File: src/rtl/alu_defs.sv
// Shared definitions for the ALU arbiter: ALU control codes, FSM state
// encoding and the latency-count helper used when an operation is accepted.
package alu_defs;

  localparam logic [2:0] ALU_AND = 3'b000;
  localparam logic [2:0] ALU_OR  = 3'b001;
  localparam logic [2:0] ALU_ADD = 3'b010;
  localparam logic [2:0] ALU_MUL = 3'b100;
  localparam logic [2:0] ALU_SUB = 3'b110;
  localparam logic [2:0] ALU_SLT = 3'b111;

  typedef enum logic [1:0] {
    IDLE = 2'd0,
    EXEC = 2'd1,
    RESP = 2'd2
  } state_e;

  // Cycles still to wait after the first EXEC cycle; multiplies are the
  // only operation with their own latency, every other code (including the
  // undefined ones) uses the common one.
  function automatic logic [3:0] exec_count(input logic [2:0] ctrl,
                                            input logic [3:0] mul_cnt,
                                            input logic [3:0] op_cnt);
    return (ctrl == ALU_MUL) ? mul_cnt : op_cnt;
  endfunction

endpackage

File: src/rtl/alu_rr_pick.sv
// Two-way request picker. Round-robin by default: on a tie the requester
// that was not granted last wins. With ALU_ARBITER_FIXED_PRIO_EN defined,
// requester 0 always wins a tie and the 'last' input is ignored.
module alu_rr_pick (
  input  logic [1:0] valid,
  input  logic       last,
  output logic [1:0] grant
);

`ifdef ALU_ARBITER_FIXED_PRIO_EN
  logic unused_last;
  assign unused_last = last;

  // Fixed priority: requester 0 wins whenever both ask.
  always_comb begin
    grant = valid;
    if (valid == 2'b11) grant = 2'b01;
  end
`else
  // Round-robin: a lone requester always wins, a tie goes to the other one.
  always_comb begin
    grant = valid;
    if (valid == 2'b11) grant = last ? 2'b01 : 2'b10;
  end
`endif

endmodule

File: src/rtl/alu_arbiter.sv
// Shares one 32-bit ALU between the EX stage (port 0) and the address/branch
// unit (port 1). One operation at a time: accept in IDLE, hold operands on
// the ALU for the op latency in EXEC, present the result in RESP.
// Optional macro ALU_ARBITER_FIXED_PRIO_EN selects fixed priority to port 0
// instead of round-robin.
module alu_arbiter
  import alu_defs::*;
#(
  parameter int MUL_LAT = 3,
  parameter int OP_LAT  = 1
) (
  input  logic        clk_i,
  input  logic        rst_i,
  input  logic        req0_valid_i,
  output logic        req0_ready_o,
  input  logic [2:0]  req0_ctrl_i,
  input  logic [31:0] req0_data1_i,
  input  logic [31:0] req0_data2_i,
  output logic        rsp0_valid_o,
  input  logic        rsp0_ready_i,
  output logic [31:0] rsp0_data_o,
  input  logic        req1_valid_i,
  output logic        req1_ready_o,
  input  logic [2:0]  req1_ctrl_i,
  input  logic [31:0] req1_data1_i,
  input  logic [31:0] req1_data2_i,
  output logic        rsp1_valid_o,
  input  logic        rsp1_ready_i,
  output logic [31:0] rsp1_data_o,
  output logic [31:0] alu_data1_o,
  output logic [31:0] alu_data2_o,
  output logic [2:0]  alu_ctrl_o,
  input  logic [31:0] alu_data_i,
  output logic        busy_o
);

  localparam logic [3:0] MUL_CNT = 4'(MUL_LAT - 1);
  localparam logic [3:0] OP_CNT  = 4'(OP_LAT - 1);

  state_e      state_q, state_d;
  logic [3:0]  cnt_q;
  logic [2:0]  op_ctrl_q;
  logic [31:0] op_data1_q;
  logic [31:0] op_data2_q;
  logic [31:0] result_q;
  logic        owner_q;
  logic [1:0]  grant;
  logic        pick_last;
  logic        rsp_done;
  logic [2:0]  sel_ctrl;

`ifdef ALU_ARBITER_FIXED_PRIO_EN
  assign pick_last = 1'b1;
`else
  logic last_grant_q;
  assign pick_last = last_grant_q;
`endif

  alu_rr_pick u_pick (
    .valid (({req1_valid_i, req0_valid_i})),
    .last  (pick_last),
    .grant (grant)
  );

  assign sel_ctrl    = grant[1] ? req1_ctrl_i : req0_ctrl_i;
  assign rsp_done    = (state_q == RESP) && (owner_q ? rsp1_ready_i : rsp0_ready_i);
  assign alu_data1_o = op_data1_q;
  assign alu_data2_o = op_data2_q;
  assign alu_ctrl_o  = op_ctrl_q;

  // State register.
  always_ff @(posedge clk_i or negedge rst_i) begin
    if (!rst_i) state_q <= IDLE;
    else        state_q <= state_d;
  end

  // Next state and handshake outputs; ready is only offered in IDLE and
  // never while reset is asserted.
  always_comb begin
    state_d      = state_q;
    req0_ready_o = 1'b0;
    req1_ready_o = 1'b0;
    rsp0_valid_o = 1'b0;
    rsp1_valid_o = 1'b0;
    rsp0_data_o  = '0;
    rsp1_data_o  = '0;
    busy_o       = (state_q != IDLE);
    case (state_q)
      IDLE: begin
        req0_ready_o = rst_i & grant[0];
        req1_ready_o = rst_i & grant[1];
        if (|grant) state_d = EXEC;
      end
      EXEC: begin
        if (cnt_q == 4'd0) state_d = RESP;
      end
      RESP: begin
        if (owner_q) begin
          rsp1_valid_o = 1'b1;
          rsp1_data_o  = result_q;
        end else begin
          rsp0_valid_o = 1'b1;
          rsp0_data_o  = result_q;
        end
        if (rsp_done) state_d = IDLE;
      end
      default: state_d = IDLE;
    endcase
  end

  // Operand capture on accept, latency countdown and result capture.
  always_ff @(posedge clk_i or negedge rst_i) begin
    if (!rst_i) begin
      cnt_q      <= '0;
      op_ctrl_q  <= '0;
      op_data1_q <= '0;
      op_data2_q <= '0;
      result_q   <= '0;
      owner_q    <= 1'b0;
    end else begin
      case (state_q)
        IDLE: begin
          if (|grant) begin
            owner_q    <= grant[1];
            op_ctrl_q  <= sel_ctrl;
            op_data1_q <= grant[1] ? req1_data1_i : req0_data1_i;
            op_data2_q <= grant[1] ? req1_data2_i : req0_data2_i;
            cnt_q      <= exec_count(sel_ctrl, MUL_CNT, OP_CNT);
          end
        end
        EXEC: begin
          if (cnt_q != 4'd0) cnt_q <= cnt_q - 4'd1;
          else               result_q <= alu_data_i;
        end
        default: ;
      endcase
    end
  end

`ifndef ALU_ARBITER_FIXED_PRIO_EN
  // Remember who was served last so the other requester wins the next tie.
  always_ff @(posedge clk_i or negedge rst_i) begin
    if (!rst_i)        last_grant_q <= 1'b1;
    else if (rsp_done) last_grant_q <= owner_q;
  end
`endif

endmodule

File: config.mk
export PLATFORM = sky130hd
export DESIGN_NAME = alu_arbiter
export DESIGN_NICKNAME = d
export VERILOG_FILES = /design/src/rtl/alu_defs.sv /design/src/rtl/alu_rr_pick.sv /design/src/rtl/alu_arbiter.sv
export SDC_FILE = /design/constraint.sdc
export NUM_CORES = 1
export LEC_CHECK = 0
export BUFFER_PORTS_ARGS = -buffer_cell sky130_fd_sc_hd__buf_2
export CAP_MARGIN = 25
export CORE_ASPECT_RATIO = 0.8
export CORE_MARGIN = 4
export CORE_UTILIZATION = 45
export CTS_BUF_LIST = sky130_fd_sc_hd__clkbuf_16
export DETAILED_ROUTE_END_ITERATION = 10
export GPL_ROUTABILITY_DRIVEN = 0
export PLACE_DENSITY = 0.81
export SLEW_MARGIN = 0
export SYNTH_ARGS = -nofsm -noshare
export SYNTH_HDL_FRONTEND = slang
export SYNTH_SLANG_ARGS = --single-unit
File: constraint.sdc
create_clock -name clk_i -period 1.8 [get_ports clk_i]
set_input_delay 0.36 -clock clk_i [delete_from_list [all_inputs] [get_ports clk_i]]
set_output_delay 0.36 -clock clk_i [all_outputs]
set_load 0.01 [all_outputs]
==> results.md, run 1 <==
* First-pass GRT wire length at approximately 24,000 µm
* TritonCTS Sinks at 107
* Max Fanout on Critical Path at 8
* Max transition margin at 0.510
* Antenna-violating nets left at 0
* Logic depth of the worst register-to-register path at 8
* Synth Area in Simple Gates at 0.0984
* Setup slack at placement at just over 0.07 ns
* Router iterations before antenna repair at 4
* Peak per-stage delay on the critical path at 0.40 ns
* Reg-to-reg startpoint: state_q[0]
* Initial antenna violation count at 1
* Compound-cell area share of the yosys netlist at 0.0174
* Max cap viols at 0
* DIE AREA at ~0.014 mm²
* Antenna diode count at 0
* Maximum buffer depth of the clock tree at 2
* Count of input and output buffers at about 310
* Area of the placeable core at 0.0117 mm²
* Unrepaired setup endpoints after global routing: true
* Chip Height at about 110 µm
* Total half-perimeter wirelength after legalization and detailed placement at approximately 12,000 µm
* X dimension of the die at about 130 µm
* Synthesized cell area at roughly 0.0055 mm²
* Slew @ Worst Pin at about 0.74 ns
* Slew Viols, Final at 0
* Initial Utilization at 0.466
* Post-synthesis cell type with the largest combined area: sky130_fd_sc_hd__dfrtp_1
* Hold WC Path Type: in2reg
* Number of buffers and inverters on the critical path at 3
* Total global-route track usage at 0.225
* Multiplexer share of the synthesized area at 0.350
* Synthesized flop and latch total at between 100 and 150
* Maximum number of pins on one net before global-route repair at 60
* Sequential-to-total area share from yosys stat at 0.491
* Setup violations, final at ~110
* Worst hold-check slack at approximately 0.24 ns
* Critical Path End Type: primary output
* Worst-Skew Late Latency at approximately 0.34 ns
* Most common flop cell mapped by yosys: sky130_fd_sc_hd__dfrtp_1
* CP Data Required Time at ~1.4 ns
* Peak supply drop at around 0.79 mV
* Violated checks: setup timing
* Number of stages on the worst hold path at 2
* Final Cycle Share at 1.05
* Via density per instance at approximately 5.2
* Period minus WS final at 1.90 ns
* Main combinational cell family by area after synthesis: multiplexers
* Number of cells produced by synthesis at 407
* Fin Clk Skew at ~0.0048 ns
* Standby leakage power at 4.36 nW
* Fraction of synthesis flops using an asynchronous set or reset pin at 1.00
* Kind of cell adding the most delay to the critical path: simple AND/OR/NAND/NOR gates
* Critical R2R Capture: alu_ctrl_o[2]
* Type of the setup path with the least slack: reg2out
* Ratio of cells with drive above 1 in the final layout at 0.731
* Share of synthesized cell area in full adder, half adder and majority cells at 0.00459
* Minimum setup slack in the final design at -0.0971 ns
* Synth-to-Final Area Change at 52.5%
* Main area contributors after synthesis: sky130_fd_sc_hd__dfrtp_1, sky130_fd_sc_hd__mux2_2, sky130_fd_sc_hd__and2_1
* Mapped Nets at between 500 and 600
* Distinct cells, synth at 34
* Number of DRC violations after detailed routing at 0
* Sequence of cells on the critical path: nand2b_4 > nor2_4 > buf_12 > buf_16 > and2_4 > buf_6
* Number of warnings issued by yosys at 0
* Hold Path End: result_q[20]
* Htree depth at 3
* Number of CTS-inserted buffers at 9
* Power per Cell Area at approximately 1600 mW/mm²
* Setup slack of the most critical reg-to-reg path at -0.05 ns
* Fmax at ~530 MHz
* Hold Path Origin: alu_data_i[20]
* Register clock-pin slew on the reported worst setup and hold paths at 0.07 ns
* Count of flip-flops with a built-in enable after synthesis at 0
* CP arrival at ~1.5 ns
* Iteration-0 DRC count of the detailed router at approximately 190
* XOR/XNOR Fraction of Synth Area at 0
* Clock tree root driver cell: sky130_fd_sc_hd__clkbuf_16
* Via count at 4,629
* Synth top area share at 0.486
* Synthesized area divided by synthesized cell count at ~13 µm²
* Final nets at ~910
* Startpoint type of the worst setup path: flop
* Top-level I/O count at 308
* Clock tree from TritonCTS: yes
* Vias in the first global route at 4,890
* Drt wl/cell at 19.9 µm
* Count of standard-cell rows at 35
* Count of endpoints failing hold in the final timing report at 0
* Slowest cell on crit path: sky130_fd_sc_hd__dfrtp_1
* Remaining global-route overflow at 0
* Total length of routed wires at about 18,000 µm
* Result of the run: complete, but fails checks
[sequential cells by signal (all words and copies together) (netlist names)]
signal and count:
alu_ctrl_o 3, alu_data1_o 32, alu_data2_o 32, cnt_q 4, last_grant_q 1, owner_q 1
result_q 32, state_q 2
[where the power goes]
group | switching (W) | leakage (nW) | total [W] | internal [W]
clock | 0.000877 | 0.145 | 0.00195 | 0.00108
sequential | 0.000813 | 1.25 | 0.00448 | 0.00367
combinational | 0.00267 | 2.96 | 0.00651 | 0.00384
[cell usage after synthesis (2+ instances only)]
| library cell | instances |
|---|---|
| sky130_fd_sc_hd__ha_1 | 2 |
| sky130_fd_sc_hd__mux2i_1 | 3 |
| sky130_fd_sc_hd__nor3b_1 | 2 |
| sky130_fd_sc_hd__buf_2 | 6 |
| sky130_fd_sc_hd__clkbuf_1 | 10 |
| sky130_fd_sc_hd__nor2_1 | 2 |
| sky130_fd_sc_hd__and2_1 | 33 |
| sky130_fd_sc_hd__and3_1 | 33 |
| sky130_fd_sc_hd__inv_1 | 3 |
| sky130_fd_sc_hd__buf_6 | 11 |
| sky130_fd_sc_hd__a22o_1 | 2 |
| sky130_fd_sc_hd__o21ai_0 | 5 |
| sky130_fd_sc_hd__mux2_2 | 155 |
| sky130_fd_sc_hd__mux2_1 | 12 |
| sky130_fd_sc_hd__nand2b_1 | 2 |
| sky130_fd_sc_hd__dfrtp_1 | 106 |
| sky130_fd_sc_hd__nand3_1 | 3 |
[worst max-delay path by stage]
stage	start	end	slack, ns	cells after the start
global route	state_q[0]	rsp0_data_o[6]	-0.17	6
detailed placement	req1_valid_i	alu_data2_o[10]	0.07	5
global placement	req1_valid_i	alu_data1_o[29]	0.1	5
CTS	state_q[0]	rsp0_data_o[2]	-0.10	6
floorplan	state_q[0]	rsp0_data_o[22]	0.21	4
finish	state_q[0]	rsp0_data_o[22]	-0.1	6
[stage by stage]
step                total power (W)  instances  cell area [µm²]  utilization  TNS [ns]
finish                       0.0129        887             8310        0.711     -4.91
global route                 0.0137        887             8310        0.711    -14.91
CTS                          0.0116        873             7710        0.659     -4.65
detailed placement          0.00933        845             7150        0.611         0
global placement            0.00905        845             7150        0.611         0
floorplan                   0.00743        407             5450            -         0
[cells in the final DEF, fill, tap and decap left out, drive strengths merged]
cell type      n
a21boi         1
a21o           1
a22o           2
and2          33
and2b          1
and3          33
buf          334
bufbuf         1
bufinv         1
clkbuf        16
clkinv         1
clkinvlp       2
dfrtp        106
dfstp          1
dlygate4sd3    1
ha             2
inv            7
mux2         167
mux2i          3
nand2          2
nand2b         2
nand3          3
nor2           4
nor2b          1
nor3           1
nor3b          3
o2111a         1
o21ai          5
o221ai         1
o22ai          1
or3            1
or3b           1
[repair_timing]
item,in CTS,in global routing
hold buffers,1,0
pin swaps,10,5
gates resized for setup,25,91
setup endpoints to repair,67,136
gates cloned,3,11
setup buffers,8,4
endpoints found under the hold margin,4,0
[kinds of logic after synthesis]
logic type | Yosys count
buffers and inverters | 31
adder cells (fa/ha/maj) | 2
flip-flops | 107
AND/OR/NAND/NOR | 85
AO/OA/AOI/OAI | 12
multiplexers | 170
[per-layer routing]
| layer | routed length, µm | track usage |
|---|---|---|
| met5 | 13 | 0 |
| met4 | 424 | 0.0756 |
| met3 | 1400 | 0.0708 |
| met2 | 9020 | 0.408 |
| met1 | 6770 | 0.245 |
[layout make-up]
cell class	count	area (µm²)
clock buffers	9	225
inverters	4	17.5
repair buffers	343	2270
flip-flops and latches	107	2680
well taps	148	185
clock inverters	7	70.1
multi-input cells	269	2860
fillers	807	3380
No activity file was read; power rests on OpenSTA's default activity.
==> inputs of run 2 (changes only) <==
--- a/config.mk
+++ b/config.mk
@@ -11,3 +11,3 @@
 export CORE_MARGIN = 4
-export CORE_UTILIZATION = 45
+export CORE_UTILIZATION = 30
 export CTS_BUF_LIST = sky130_fd_sc_hd__clkbuf_16
@@ -15,3 +15,3 @@
 export GPL_ROUTABILITY_DRIVEN = 0
-export PLACE_DENSITY = 0.81
+export SKIP_LAST_GASP = 1
 export SLEW_MARGIN = 0
==> constraint.sdc (replaced) <==
create_clock -name clk_i -period 1.8 [get_ports clk_i]
set_input_delay 0.09 -clock clk_i [delete_from_list [all_inputs] [get_ports clk_i]]
set_output_delay 0.09 -clock clk_i [all_outputs]
set_load 0.01 [all_outputs]
==> results.md, run 2 (synthesis results as in run 1) <==
* Result of the run: finished, final reports clean
* Clock tree root driver cell: sky130_fd_sc_hd__clkbuf_16
* Count of standard-cell rows at 43 (+23%)
* Via count at 4,457 (-3.7%)
* Initial Utilization at 0.310 (-0.156)
* X dimension of the die at 159 µm (+21%)
* Critical R2R Capture: alu_data1_o[18]
* Startpoint type of the worst setup path: flop
* Antenna-violating nets left at 0 (unchanged)
* Most used cell, CP: sky130_fd_sc_hd__mux2_2
* Initial antenna violation count at 1 (unchanged)
* Setup TNS at 0 ns (+4.91 ns)
* Top library cells by usage in the layout, fill and taps aside: sky130_fd_sc_hd__buf_2, sky130_fd_sc_hd__mux2_2, sky130_fd_sc_hd__dfrtp_1
* Drt wl/cell at 15.7 µm (-21%)
* Final Cycle Share at 0.932 (-0.122)
* Clock tree from TritonCTS: yes
* Slowest cell on crit path: sky130_fd_sc_hd__dfstp_2
* Startpoint of the worst setup timing path: last_grant_q
* Number of CTS-inserted buffers at 9 (unchanged)
* Number of DRC violations after detailed routing at 0 (unchanged)
* Iteration-0 DRC count of the detailed router at 137 (-29%)
* Type of the setup path with the least slack: reg2reg
* Final nets at 917 (+0.99%)
* Register clock-pin slew on the reported worst setup and hold paths at 0.07 ns (about the same)
* Router iterations before antenna repair at 6 (+2)
* Vias in the first global route at 4,860 (-0.61%)
* Crit path capture: alu_data1_o[18]
* Setup violations, final at 0 (-100%)
* Max cap viols at 0 (unchanged)
* Standby leakage power at 3.98 nW (-8.5%)
* Top-level I/O count at 308 (unchanged)
* Chip Height at 129 µm (+21%)
* Max transition margin at 0.519 (+0.00970)
* Fin Clk Skew at 0.00791 ns (+0.00308 ns)
* Hold WC Path Type: in2reg
* Layout Utilization at 0.445 (-0.266)
* Slew Viols, Final at 0 (unchanged)
* Via density per instance at 4.59 (-12%)
* Htree depth at 3 (unchanged)
* Fmax at 596 MHz (+13%)
* CP Data Required Time at 2.03 ns (+0.59 ns)
* Total global-route track usage at 0.146 (-0.0790)
* Total length of routed wires at 15,300 µm (-13%)
* Total half-perimeter wirelength after legalization and detailed placement at 11,600 µm (-2.3%)
* Peak supply drop at 0.604 mV (-23%)
* Reg-to-reg startpoint: last_grant_q
* Slew @ Worst Pin at 0.721 ns (-0.0145 ns)
* Hold Path Origin: rsp0_ready_i
* Area of the placeable core at 0.0176 mm² (+50%)
* Maximum number of pins on one net before global-route repair at 57 (-5.0%)
* DIE AREA at 0.0204 mm² (+46%)
* TritonCTS Sinks at 107 (unchanged)
* Remaining global-route overflow at 0 (unchanged)
* Count of endpoints failing hold in the final timing report at 0 (unchanged)
* Antenna diode count at 0 (unchanged)
* CP arrival at 1.91 ns (+0.37 ns)
* Setup slack of the most critical reg-to-reg path at 0.12 ns (+0.17 ns)
* Sequence of cells on the critical path: a21boi_4 > buf_12 > mux2_2 > mux2_2
* Post-layout instance count excluding filler cells at 972 (+9.6%)
* Ratio of cells with drive above 1 in the final layout at 0.664 (-0.0667)
* Count of input and output buffers at 307 (unchanged)
* Worst-Skew Late Latency at 0.35 ns (about the same)
* First-pass GRT wire length at 24,500 µm (+0.40%)
* Critical Path End Type: flop
* Synth-to-Final Area Change at 43.5%
* Period minus WS final at 1.68 ns (-0.220 ns)
* Logic depth of the worst register-to-register path at 4 (-4)
* Power per Cell Area at 1410 mW/mm² (-9.4%)
* Max Fanout on Critical Path at 53 (+45)
* Maximum buffer depth of the clock tree at 2 (unchanged)
* Leading cell type in the layout, fill and taps excluded: sky130_fd_sc_hd__buf_2
* Post-placement cell count at 923 (+9.2%)
* Peak per-stage delay on the critical path at 0.40 ns (about the same)
* Unrepaired setup endpoints after global routing: false
==> run 2: cell types whose count changed in the layout (fill, tap and decap cells not counted), moves of 3 or more <==
cell,previous run,this run
sky130_fd_sc_hd__dlygate4sd3_1,1,33
sky130_fd_sc_hd__and2_1,16,33
sky130_fd_sc_hd__mux2_2,95,155
sky130_fd_sc_hd__buf_2,287,306
sky130_fd_sc_hd__mux2_4,60,0
sky130_fd_sc_hd__buf_16,3,0
sky130_fd_sc_hd__clkbuf_16,16,9
sky130_fd_sc_hd__buf_6,21,2
sky130_fd_sc_hd__buf_12,9,3
sky130_fd_sc_hd__buf_4,12,8
sky130_fd_sc_hd__and2_4,17,0
==> run 2: worst min-delay path by stage <==
stage	end	slack, ns	cells after the start
finish	last_grant_q	0.06	3
global route	last_grant_q	0.07	3
CTS	last_grant_q	0.03	3
detailed placement	result_q[25]	0.30	2
global placement	result_q[25]	0.30	2
floorplan	alu_ctrl_o[0]	-0.21	0
==> run 2: cell type report <==
class | instances | area (µm²)
Clock buffer | 9 | 225
Clock inverter | 6 | 42.5
Fill cell | 1670 | 9770
Inverter | 4 | 15.0
Multi-Input combinational cell | 269 | 2570
Sequential cell | 107 | 2680
Tap cell | 225 | 282
Timing Repair Buffer | 352 | 2000
==> run 2: worst max-delay path, delay by kind of cell (launching register included) <==
kind	cells	cell delay, ns
flip-flops	1	0.40
AO/OA/AOI/OAI	1	0.18
buffers and inverters	1	0.29
multiplexers	2	0.66
==> run 2: where the power goes <==
group | switching [W] | total [W] | internal, W
sequential | 0.000716 | 0.00438 | 0.00366
combinational | 0.00219 | 0.00483 | 0.00264
clock | 0.000889 | 0.00182 | 0.000935
total | 0.00379 | 0.0110 | 0.00724
==> run 2: repair_timing <==
| item | in CTS | in global routing |
|---|---|---|
| endpoints found under the setup margin | 0 | 32 |
| hold endpoints to repair | 138 | 0 |
| setup buffers | 0 | 0 |
| hold buffers | 33 | 0 |
| gates resized for setup | 0 | 6 |
==> run 2: metrics by stage <==
step	setup WS (ns)	total power, W	instance area [µm²]	hold slack [ns]
after global placement	0.150	0.00906	7200	0.299
after floorplan	0.272	0.00743	5450	-0.206
after CTS	0.0490	0.0112	7800	0.0338
after global routing	0.0101	0.0118	7820	0.0687
after detailed placement	0.116	0.00925	7200	0.305
final	0.123	0.0110	7820	0.0625
==> run 2: per-layer routing <==
| metal | GRT usage | vias up | share of wire |
|---|---|---|---|
| li1 | - | 2118 | - |
| met1 | 0.168 | 2129 | 0.40 |
| met2 | 0.257 | 182 | 0.51 |
| met3 | 0.0477 | 26 | 0.073 |
| met4 | 0.0526 | 2 | 0.024 |
| met5 | 0 | - | 0.00085 |
==> inputs of run 3 (changes only) <==
PLACE_DENSITY = 0.69   (was default)
==> results.md, run 3 (synthesis results as in run 1) <==
* Worst-Skew Late Latency at 0.35 ns (about the same)
* Area of the placeable core at 0.0176 mm² (unchanged)
* First-pass GRT wire length at 23,800 µm (-2.6%)
* Initial antenna violation count at 1 (unchanged)
* Most used cell, CP: sky130_fd_sc_hd__mux2_2
* Number of buffers and inverters on the critical path at 1 (unchanged)
* Iteration-0 DRC count of the detailed router at 174 (+27%)
* Maximum number of pins on one net before global-route repair at 60 (+5.3%)
* Post-CTS Setup Repair Bufs at 0 (unchanged)
* Max cap viols at 0 (unchanged)
* Top-level I/O count at 308 (unchanged)
* Sequential standard cell area at 0.00268 mm² (unchanged)
* Via density per instance at 4.60 (+0.31%)
* Router iterations before antenna repair at 5 (-1)
* Total global-route track usage at 0.143 (-0.00239)
* Final Cycle Share at 0.945 (+0.0130)
* Startpoint type of the worst setup path: flop
* Power per Cell Area at 1410 mW/mm² (-0.17%)
* Worst hold-check slack at 0.0503 ns (-0.0122 ns)
* Drt wl/cell at 15.7 µm (+0.18%)
* Clock tree root driver cell: sky130_fd_sc_hd__clkbuf_16
* Leading cell type in the layout, fill and taps excluded: sky130_fd_sc_hd__buf_2
* Unrepaired setup endpoints after global routing: true
* Total power at 0.0111 W (+0.74%)
* Slew @ Worst Pin at 0.583 ns (-0.138 ns)
* Vias in the first global route at 4,595 (-5.5%)
* Max transition margin at 0.611 (+0.0917)
* Count of standard-cell rows at 43 (unchanged)
* Final nets at 920 (+0.33%)
* Via count at 4,494 (+0.83%)
* TritonCTS Sinks at 107 (unchanged)
* Initial Utilization at 0.310 (unchanged)
* Setup violations, final at 0 (unchanged)
* Fin Clk Skew at 0.00701 ns (-0.000893 ns)
* Chip Height at 129 µm (unchanged)
* Peak supply drop at 0.551 mV (-8.7%)
* Synth-to-Final Area Change at 44.8%
* Max Fanout on Critical Path at 15 (-72%)
* Total half-perimeter wirelength after legalization and detailed placement at 11,200 µm (-3.2%)
* Remaining global-route overflow at 0 (unchanged)
* Top library cells by usage in the layout, fill and taps aside: sky130_fd_sc_hd__buf_2, sky130_fd_sc_hd__mux2_2, sky130_fd_sc_hd__dfrtp_1
* Clock tree from TritonCTS: yes
* Slew Viols, Final at 0 (unchanged)
* Slowest cell on crit path: sky130_fd_sc_hd__dfstp_2
* Peak per-stage delay on the critical path at 0.40 ns (about the same)
* Count of endpoints failing hold in the final timing report at 0 (unchanged)
* Fmax at 588 MHz (-1.4%)
* Type of the setup path with the least slack: reg2reg
* Antenna-violating nets left at 0 (unchanged)
* Area of the multi-input gates at 0.00258 mm² (about the same)
* Result of the run: finished, final reports clean
* Maximum buffer depth of the clock tree at 2 (unchanged)
* Kind of cell adding the most delay to the critical path: multiplexers
* Minimum setup slack in the final design at 0.0993 ns (-0.0234 ns)
* Hold WC Path Type: in2reg
* Count of input and output buffers at 307 (unchanged)
* Number of CTS-inserted buffers at 9 (unchanged)
* Number of DRC violations after detailed routing at 0 (unchanged)
* X dimension of the die at 159 µm (unchanged)
* Register clock-pin slew on the reported worst setup and hold paths at 0.07 ns (about the same)
* CP arrival at 1.93 ns (+0.02 ns)
* Sequence of cells on the critical path: a21boi_4 > buf_4 > mux2_2 > mux2_2
* Htree depth at 3 (unchanged)
* Fill cell total of the finished layout at 1,677 (+0.42%)
* Standby leakage power at 4.01 nW (+0.67%)
* DIE AREA at 0.0204 mm² (unchanged)
* Setup slack at placement at 0.0958 ns (-0.0201 ns)
* Period minus WS final at 1.70 ns (+0.0234 ns)
* Critical Path End Type: flop
* Ratio of cells with drive above 1 in the final layout at 0.668 (+0.00445)
* Total length of routed wires at 15,400 µm (+0.69%)
* CP Data Required Time at 2.03 ns (about the same)
-- run 3: cell types whose count changed in the layout (fill, tap and decap cells not counted), sizes merged --
cell      change
inv           +1
buf           +3
clkinv        -3
diode         +1
clkinvlp      +3
-- run 3: final cells by class --
type	count	area share
tap	225	0.0357
clock buffer	9	0.0285
inverter	4	0.00190
sequential	107	0.339
timing repair buffer	355	0.262
antenna	1	0.000317
multi-input combinational	269	0.327
clock inverter	7	0.00571
-- run 3: repair_timing --
action	in CTS	in global routing
endpoints found under the setup margin	0	33
endpoints found under the hold margin	139	0
gates resized for setup	0	9
hold buffers	33	0
-- run 3: worst min-delay path: cells and delay by family --
| family | cells | cell delay, ns |
|---|---|---|
| buf+inv | 1 | 0.10 |
| simple gates | 1 | 0.05 |
| compound gates | 1 | 0.12 |
-- run 3: power breakdown --
part	leakage [nW]	internal, W	total, W	switching [W]
Combinational	2.63	0.00270	0.00491	0.00221
Clock	0.129	0.000935	0.00184	0.000907
Sequential	1.25	0.00366	0.00436	0.000703
-- run 3: layer usage --
layer	global-route usage	share of wire
met5	0	0
met4	0.0495	0.019
met3	0.0384	0.064
met2	0.249	0.49
met1	0.174	0.42
-- run 3: per-stage QoR --
step | area, µm² | cells | setup TNS [ns] | util
CTS | 7860 | 974 | 0 | 0.447
global route | 7890 | 976 | -0.0895 | 0.449
global placement | 7260 | 925 | 0 | 0.412
floorplan | 5450 | 407 | 0 | -
detailed placement | 7260 | 925 | 0 | 0.412
finish | 7890 | 977 | 0 | 0.449
-- run 3: worst paths after layout --
check / start / slack, ns / depth (start not counted) / endpoint
max: last_grant_q / 0.1 / 4 / alu_data2_o[19]
min: rsp0_ready_i / 0.05 / 3 / last_grant_q
max reg2reg: last_grant_q / 0.1 / 4 / alu_data2_o[19]
min reg2reg: alu_data1_o[26] / 0.50 / 1 / alu_data1_o[26]
max in group asynchronous: rst_i / 0.92 / 3 / result_q[12]
min in group asynchronous: rst_i / 0.11 / 2 / state_q[1]
